--- config.mk ---
export PLATFORM = sky130hd
export DESIGN_NAME = fetch_pc_ctrl
export DESIGN_NICKNAME = d
export VERILOG_FILES = /design/src/rtl/fetch_pc_ctrl.sv
export SDC_FILE = /design/constraint.sdc
export NUM_CORES = 1
export LEC_CHECK = 0
export ABC_AREA = 1
export CAP_MARGIN = 20
export CORE_ASPECT_RATIO = 1.5
export CORE_UTILIZATION = 48
export DETAILED_ROUTE_END_ITERATION = 12
export PLACE_DENSITY = 0.93
export SLEW_MARGIN = 0
export SYNTH_ARGS = -nofsm -noshare
export SYNTH_HDL_FRONTEND = slang
export SYNTH_SLANG_ARGS = --single-unit
--- constraint.sdc ---
create_clock -name clk -period 3.68 [get_ports clk]
set_input_delay 0.552 -clock clk [delete_from_list [all_inputs] [get_ports clk]]
set_output_delay 0.552 -clock clk [all_outputs]
set_load 0.01 [all_outputs]
--- src/rtl/fetch_pc_ctrl.sv ---
// Fetch PC controller: holds the fetch PC, issues single-outstanding imem
// requests and hands instructions to decode. Optional: FETCH_ALIGN_CHECK_EN.
module fetch_pc_ctrl #(
    parameter int              PC_W     = 32,
    parameter logic [PC_W-1:0] RESET_PC = '0,
    parameter int              STEP     = 4
) (
    input  logic            clk,
    input  logic            rst_n,
    input  logic            i_redirect_valid,
    input  logic [PC_W-1:0] i_redirect_target,
    input  logic            i_stall,
    output logic            o_imem_req_valid,
    output logic [PC_W-1:0] o_imem_req_addr,
    input  logic            i_imem_req_ready,
    input  logic            i_imem_rsp_valid,
    input  logic [31:0]     i_imem_rsp_data,
    output logic            o_inst_valid,
    output logic [PC_W-1:0] o_inst_pc,
    output logic [31:0]     o_inst_data,
    input  logic            i_inst_ready,
    output logic            o_misalign_err
);

    localparam logic [1:0] S_IDLE = 2'd0;
    localparam logic [1:0] S_REQ  = 2'd1;
    localparam logic [1:0] S_WAIT = 2'd2;
    localparam logic [1:0] S_OUT  = 2'd3;

    logic [1:0]      r_state;
    logic [1:0]      w_state_nxt;
    logic [PC_W-1:0] r_pc;
    logic [PC_W-1:0] w_pc_nxt;
    logic [PC_W-1:0] w_pc_seq;
    logic [PC_W-1:0] w_target;
    logic            r_drop;
    logic            w_drop_nxt;
    logic            w_redir;
    logic            w_load_inst;
    logic [PC_W-1:0] r_inst_pc;
    logic [31:0]     r_inst_data;

`ifdef FETCH_ALIGN_CHECK_EN
    logic w_misalign;
    logic r_misalign;

    // A misaligned target is refused outright and only reported.
    assign w_misalign = i_redirect_valid &&
                        (i_redirect_target[1:0] != 2'b00);
    assign w_redir    = i_redirect_valid && !w_misalign;
    assign w_target   = i_redirect_target;

    always_ff @(posedge clk) begin
        if (!rst_n) begin
            r_misalign <= 1'b0;
        end else begin
            r_misalign <= w_misalign;
        end
    end

    assign o_misalign_err = r_misalign;
`else
    logic w_unused_lsb;

    assign w_unused_lsb   = ^i_redirect_target[1:0];
    assign w_redir        = i_redirect_valid;
    assign w_target       = {i_redirect_target[PC_W-1:2], 2'b00};
    assign o_misalign_err = 1'b0;
`endif

    assign w_pc_seq = r_pc + PC_W'(STEP);

    always_comb begin
        w_state_nxt = r_state;
        w_pc_nxt    = r_pc;
        w_drop_nxt  = r_drop;
        w_load_inst = 1'b0;
        if (w_redir) begin
            w_pc_nxt = w_target;
        end
        unique case (r_state)
            S_IDLE: begin
                if (!i_stall) begin
                    w_state_nxt = S_REQ;
                end
            end
            S_REQ: begin
                if (i_imem_req_ready) begin
                    w_state_nxt = S_WAIT;
                    // Old request already accepted: its response is stale.
                    if (w_redir) begin
                        w_drop_nxt = 1'b1;
                    end
                end
            end
            S_WAIT: begin
                if (i_imem_rsp_valid) begin
                    if (r_drop || w_redir) begin
                        w_drop_nxt  = 1'b0;
                        w_state_nxt = S_IDLE;
                    end else begin
                        w_load_inst = 1'b1;
                        w_pc_nxt    = w_pc_seq;
                        w_state_nxt = S_OUT;
                    end
                end else if (w_redir) begin
                    w_drop_nxt = 1'b1;
                end
            end
            S_OUT: begin
                if (w_redir) begin
                    w_state_nxt = S_IDLE;
                end else if (i_inst_ready) begin
                    w_state_nxt = i_stall ? S_IDLE : S_REQ;
                end
            end
            default: begin
                w_state_nxt = S_IDLE;
            end
        endcase
    end

    always_ff @(posedge clk) begin
        if (!rst_n) begin
            r_state     <= S_IDLE;
            r_pc        <= RESET_PC;
            r_drop      <= 1'b0;
            r_inst_pc   <= '0;
            r_inst_data <= '0;
        end else begin
            r_state <= w_state_nxt;
            r_pc    <= w_pc_nxt;
            r_drop  <= w_drop_nxt;
            if (w_load_inst) begin
                r_inst_pc   <= r_pc;
                r_inst_data <= i_imem_rsp_data;
            end
        end
    end

    assign o_imem_req_valid = (r_state == S_REQ);
    assign o_imem_req_addr  = r_pc;
    assign o_inst_valid     = (r_state == S_OUT);
    assign o_inst_pc        = r_inst_pc;
    assign o_inst_data      = r_inst_data;

endmodule

==> metrics.txt, run 1 <==
register area share after synthesis=0.424; Slew @ Worst Pin=740 ps; Worst-path clk slew=70 ps; Synth Flop Type=dfxtp_1; Crit Path Max Fanout=40; sum of buffers and inverters on the critical path=5; most frequent cells in the layout=clkdlybuf4s50_1, nor2_1, nand2_1; Switching Fraction=0.287; Die X=82.5 um; endpoint class of the critical path=flop; Clock Tree Root=clkbuf_16; Max Cap Viol=0; H-tree levels=3; FP Rows=43; DRT Wirelength=13.7 mm; crit path time final=2370 ps; first-pass GRT wire length=21.5 mm; WP data arrival=2660 ps; crit-path max cell delay=490 ps; post-CTS setup buffers=0; clock skew=6.73 ps; post-detail-place hpwl=9.67 mm; Syn Area/Cell=6.85 um^2; share of layout cells above drive strength 1=0.0468; vias in the first global route=4613; WP data required=3970 ps; initial cell density of the core=0.499; Tot Pwr=0.00303 W; Port Buf Inserts=166; Cells on Worst Hold Path=2; Gates resized, CTS repair=0; combinational share of power=0.242; CTS tree=done; VDD IR max=325 uV; LEAKAGE=2.58 nW; slowest stage cell, crit path=clkdlybuf4s50_1; Ys Warns=0; met3 WL=848 um; residual DRC count=0; setup_tns=0 ps; gr usage total=0.279; Max Buffers Root-to-Sink=2; # fillers=764; slew margin rel.=0.507; area grow syn2layout=43.4%; Placeable Area=9360 um^2; Sink Count=99; grt total ovfl=0; initial antenna violation count=0; Setup-failing EPs final=0; Post-Route M1 WL=5.29 mm; Post-CTS Hold Buffers=0; critical-path cell list=clkdlybuf4s50_1 > nand2_1 > inv_2 > nand2_4 > inv_2 > buf_4 > o21ai_0 > a21oi_1 > o21ai_0 > inv_1; RD Place Congestion=0.983; internal power=0.00216 W; Reg2Reg Depth=11; NetSw=0.000869 W; Cells after Synth=682; pin count of the biggest net entering global routing=80; Worst setup SP type=primary input; ANT nets after route=0; most common cell after layout, fill and taps aside=clkdlybuf4s50_1; antenna cells=0; Via-to-Cell Ratio=5.34; status=finished, final reports clean; die span in y=123 um; Mapped Area=4670 um^2; clock power share=0.338; ys async rst share=0; Slew Limit Fails=0; Cell Pwr Density=452 nW/um^2; crit path kind=in2reg; drt pass-1 iters=5; number of synthesized flops with an enable pin=0; Tcrit/Tclk final=0.644; Distinct cells, synth=36; number of DRC markers in iteration 0=301; crit-path leading delay family=buffers and inverters; Wirelength per Cell=14.5 um; Final #Nets=906; WP depth=10; total CTS buffers=9; post-synth net total=759; Top Layer Used=met4; Vias=5053; final hold vios=0; Yosys reg bits=99; Max Fclk=422 MHz; # IOs=170; sequential power share=0.421; worst hold path class=reg2reg; Die ar.=10100 um^2; RSZ-0062 raised after global routing=no; Worst-Skew Late Latency=340 ps; DR WL met2=7.06 mm
==> cell usage after synthesis (3+ instances only) <==
| master | number | area (um^2) |
|---|---|---|
| or2_2 | 4 | 25.0 |
| o21ai_0 | 78 | 390 |
| nor4_1 | 3 | 18.8 |
| a31oi_1 | 4 | 25.0 |
| xor2_1 | 3 | 26.3 |
| dfxtp_1 | 99 | 1980 |
| nor2_1 | 151 | 567 |
| ha_1 | 6 | 75.1 |
| nor3_1 | 13 | 65.1 |
| clkbuf_1 | 18 | 67.6 |
| nand4_1 | 4 | 25.0 |
| buf_2 | 13 | 65.1 |
| a211oi_1 | 8 | 60.1 |
| nand3_1 | 33 | 165 |
| inv_1 | 50 | 188 |
| a21oi_1 | 38 | 190 |
| nand2_1 | 117 | 439 |
| o211ai_1 | 10 | 75.1 |
| nor2_2 | 3 | 18.8 |
| buf_4 | 4 | 30.0 |
| inv_2 | 4 | 15.0 |
==> layer usage <==
layer,track usage,vias to the layer above
met5,0,-
met4,0.137,0
met3,0.0647,42
met2,0.497,194
met1,0.301,2297
li1,-,2520
==> metrics by stage <==
| step | cell area [um^2] | std cells | utilization | worst slack, ps | hold WS [ps] |
|---|---|---|---|---|---|
| finish | 6700 | 946 | 0.715 | 1310 | 444 |
| global route | 6700 | 946 | 0.715 | 1080 | 472 |
| CTS | 6670 | 945 | 0.713 | 1320 | 447 |
| detailed placement | 6340 | 929 | 0.678 | 995 | 431 |
| global placement | 6340 | 929 | 0.678 | 1010 | 426 |
| floorplan | 4670 | 682 | - | 2100 | 453 |
==> final cells by class <==
| type | count | area, um^2 | area share |
|---|---|---|---|
| multi-input cells | 493 | 2310 | 0.345 |
| flip-flops and latches | 99 | 1980 | 0.296 |
| repair buffers | 172 | 1730 | 0.259 |
| clock buffers | 10 | 239 | 0.0357 |
| inverters | 54 | 203 | 0.0303 |
| well taps | 112 | 140 | 0.0209 |
| clock inverters | 6 | 87.6 | 0.0131 |
==> logic make-up (layout without fill, tap and decap cells) <==
kind of cell    Yosys count  after routing  synth area share
compound gates          143            143             0.168
xor+xnor                  3              3           0.00563
fa+ha+maj                 6              6            0.0161
buf+inv                  90            242            0.0806
flops                    99             99             0.424
other cells               1              1          0.000803
simple gates            340            340             0.304
==> state kept, by name, summed over array words and instances (netlist names) <==
register	count
o_imem_req_addr	32
o_inst_data	32
o_inst_pc	32
r_state	2
r_drop	1
==> worst register-to-register path, cell delays in order (launching register included) <==
cell,delay [ps]
dfxtp_1,330
inv_1,140
ha_1,220
nand2_1,130
inv_2,150
nand2_4,60
inv_2,330
buf_4,460
o21ai_0,180
a21oi_1,140
o21ai_0,90
inv_1,80
==> final timing paths <==
kind	from	to	slack (ps)
hold reg to reg	o_imem_req_addr[0]	o_imem_req_addr[0]	440
setup reg to reg	r_state[0]	o_imem_req_addr[9]	1320
hold / removal	o_imem_req_addr[0]	o_imem_req_addr[0]	440
setup / recovery	i_imem_rsp_valid	o_imem_req_addr[9]	1310
==> power by group through the flow <==
stage / registers (W) / clock network [W] / logic [W]
after floorplan: 0.00132 / 0 / 0.000345
after detailed placement: 0.00130 / 0 / 0.000728
after CTS: 0.00127 / 0.00103 / 0.000733
after global routing: 0.00129 / 0.00108 / 0.000818
after global placement: 0.00129 / 0 / 0.000710
final: 0.00127 / 0.00102 / 0.000732
Power figures use the tool's default switching activity.
==> run 2: changes to the inputs <==
--- a/config.mk
+++ b/config.mk
@@ -8,9 +8,9 @@
 export ABC_AREA = 1
 export CAP_MARGIN = 20
 export CORE_ASPECT_RATIO = 1.5
-export CORE_UTILIZATION = 48
+export CORE_UTILIZATION = 41
 export DETAILED_ROUTE_END_ITERATION = 12
-export PLACE_DENSITY = 0.93
+export PLACE_DENSITY = 0.85
 export SLEW_MARGIN = 0
 export SYNTH_ARGS = -nofsm -noshare
 export SYNTH_HDL_FRONTEND = slang
==> constraint.sdc (replaced) <==
create_clock -name clk -period 2.1 [get_ports clk]
set_input_delay 0.315 -clock clk [delete_from_list [all_inputs] [get_ports clk]]
set_output_delay 0.315 -clock clk [all_outputs]
set_load 0.01 [all_outputs]
==> run 2 against run 1 <==
  * Routed wire length rose by 1.7%
  * Total power grew 73%
  * Global-route usage fell by 3.7 points
  * Die area rose by 17%
  * Count of clock-buffer cells in the layout is the same
  * Sequential power is 76% higher
  * Critical path depth is 1 higher
  * Combinational power is 79% higher
  * Worst setup slack worse by 1200 ps
==> metrics.txt, run 2 (synthesis gave the netlist of run 1 again) <==
status=finished, final reports clean; Port Buf Inserts=166 (unchanged); setup_tns=0 ps (unchanged); Final #Nets=911 (+0.55%); post-detail-place hpwl=10.1 mm (+5.0%); critical-path cell list=inv_1 > ha_2 > nand2_1 > inv_2 > nand2_4 > inv_2 > nand2_1 > nor3_1 > nor2_1 > a21oi_1 > nor2_1; Sink Count=99 (unchanged); most common cell after layout, fill and taps aside=clkdlybuf4s50_1; Vias=5031 (-0.44%); sequential power share=0.425 (+0.004); residual DRC count=0 (unchanged); DRT Wirelength=14.0 mm (+1.7%); most frequent cells in the layout=clkdlybuf4s50_1, nor2_1, nand2_1; WP data arrival=2180 ps (-480 ps); Max Fclk=515 MHz; endpoint class of the critical path=flop; RD Place Congestion=0.885 (-10%); Switching Fraction=0.301 (+0.0143); grt total ovfl=0 (unchanged); Tcrit/Tclk final=0.924; Via-to-Cell Ratio=5.10 (-4.5%); Max Cap Viol=0 (unchanged); # IOs=170 (unchanged); first-pass GRT wire length=22.3 mm (+4.0%); area grow syn2layout=45.2%; share of layout cells above drive strength 1=0.0524 (+0.00568); busiest grt layer=met2; Slew Limit Fails=0 (unchanged); Reg-to-Reg Start=r_state[0]; VDD IR max=421 uV (+29%); vias in the first global route=4734 (+2.6%); NetSw=0.00158 W (+82%); Cell Pwr Density=774 nW/um^2 (+71%); M1 GR Usage=0.266 (-0.0351); FP Rows=47 (+9.3%); Crit Path Max Fanout=6 (-85%); total CTS buffers=9 (unchanged); antenna cells=0 (unchanged); H-tree levels=3 (unchanged); final hold vios=0 (unchanged); Tot Pwr=0.00525 W (+73%); crit-path max cell delay=340 ps (-150 ps); Worst-path clk slew=70 ps (about the same); Die ar.=11800 um^2 (+17%); crit path kind=reg2reg; gr usage total=0.242 (-0.0370); clock power share=0.326 (-0.012); global routing usage on met3=0.0561 (-0.00854); drt pass-1 iters=4 (-1); Min-Delay Startpoint=rst_n; Placeable Area=11100 um^2 (+18%); Die X=89.1 um (+8.0%); Post-CTS Hold Buffers=0 (unchanged); Slew @ Worst Pin=605 ps (-135 ps); crit path time final=1940 ps; initial cell density of the core=0.422 (-0.0765); ANT nets after route=0 (unchanged); Hold Crit Endpoint=o_imem_req_addr[11]; Reg2Reg Setup Slack=160 ps (-1160 ps); Final Util=0.613 (-0.102); Reg2Reg Depth=11 (unchanged); pin count of the biggest net entering global routing=68 (-15%); LEAKAGE=2.59 nW (+0.43%); Wirelength per Cell=14.2 um (-2.4%); Setup-failing EPs final=0 (unchanged); combinational share of power=0.249 (+0.007); reg-to-reg endpoint=o_imem_req_addr[14]; slowest stage cell, crit path=nor3_1; Worst setup SP type=flop; worst hold path class=in2reg; internal power=0.00367 W (+70%); Worst-Skew Late Latency=350 ps (about the same); clock skew=7.67 ps (+0.946 ps); Cells on Worst Hold Path=3 (+1); number of DRC markers in iteration 0=225 (-25%); CTS tree=done; Max Buffers Root-to-Sink=2 (unchanged); die span in y=133 um (+8.1%); WP data required=2340 ps (-1630 ps); slew margin rel.=0.597 (+0.0898); initial antenna violation count=0 (unchanged); met2 usage=0.425 (-0.0724); Clock Tree Root=clkbuf_16
==> run 2: cell types whose count changed in the layout (fill, tap and decap cells not counted) <==
cell	change
buf_12	+3
buf_6	+2
clkinv_2	-2
inv_6	+2
buf_16	-1
buf_4	+1
bufinv_16	-1
clkbuf_1	+1
clkbuf_8	-1
clkinvlp_4	+1
ha_1	-1
ha_2	+1
==> run 2: layout make-up <==
| class | count | area (um^2) |
|---|---|---|
| well taps | 147 | 184 |
| clock buffers | 10 | 229 |
| fillers | 1029 | 4270 |
| clock inverters | 6 | 72.6 |
| flip-flops and latches | 99 | 1980 |
| multi-input cells | 493 | 2310 |
| repair buffers | 177 | 1800 |
| inverters | 54 | 203 |
==> run 2: stage by stage <==
stage / hold slack (ps) / cells / setup slack, ps / area (um^2)
2_1_floorplan: 453 / 682 / 518 / 4670
3_3_place_gp: 428 / 970 / 49.7 / 6470
3_5_place_dp: 444 / 970 / 44.8 / 6470
4_1_cts: 440 / 986 / 178 / 6770
5_1_grt: 468 / 986 / -7.89 / 6780
6_report: 432 / 986 / 160 / 6780
==> run 2: power groups by stage <==
stage / sequential, W / clock, W / combinational (W)
4_1_cts: 0.00223 / 0.00173 / 0.00131
5_1_grt: 0.00226 / 0.00182 / 0.00146
2_1_floorplan: 0.00232 / 0 / 0.000605
3_3_place_gp: 0.00227 / 0 / 0.00128
6_report: 0.00223 / 0.00171 / 0.00131
3_5_place_dp: 0.00227 / 0 / 0.00130
==> run 2: metal layers <==
layer / share of wire / up-vias
met5: 0 / -
met4: 0.035 / 0
met3: 0.063 / 36
met2: 0.52 / 174
met1: 0.38 / 2288
li1: - / 2533
==> run 2: how the worst max path moves through the flow <==
stage	from	end	depth (start not counted)
after detailed placement	i_redirect_valid	o_imem_req_addr[14]	8
after floorplan	r_state[0]	o_imem_req_addr[28]	10
after CTS	r_state[0]	o_imem_req_addr[10]	11
after global routing	r_state[0]	o_imem_req_addr[8]	11
after global placement	i_redirect_valid	o_imem_req_addr[14]	8
final	r_state[0]	o_imem_req_addr[14]	11
==> run 2: worst max-delay path, delay by kind of cell (launching register included) <==
kind / cells / cell delay, ps
compound gates: 1 / 130
fa+ha+maj: 1 / 220
buf+inv: 3 / 410
flops: 1 / 330
simple gates: 6 / 740
==> run 2: repair_timing <==
action	4_1_cts	5_1_grt
buffers inserted	0	0
setup endpoints to repair	0	3
resized for setup	0	3
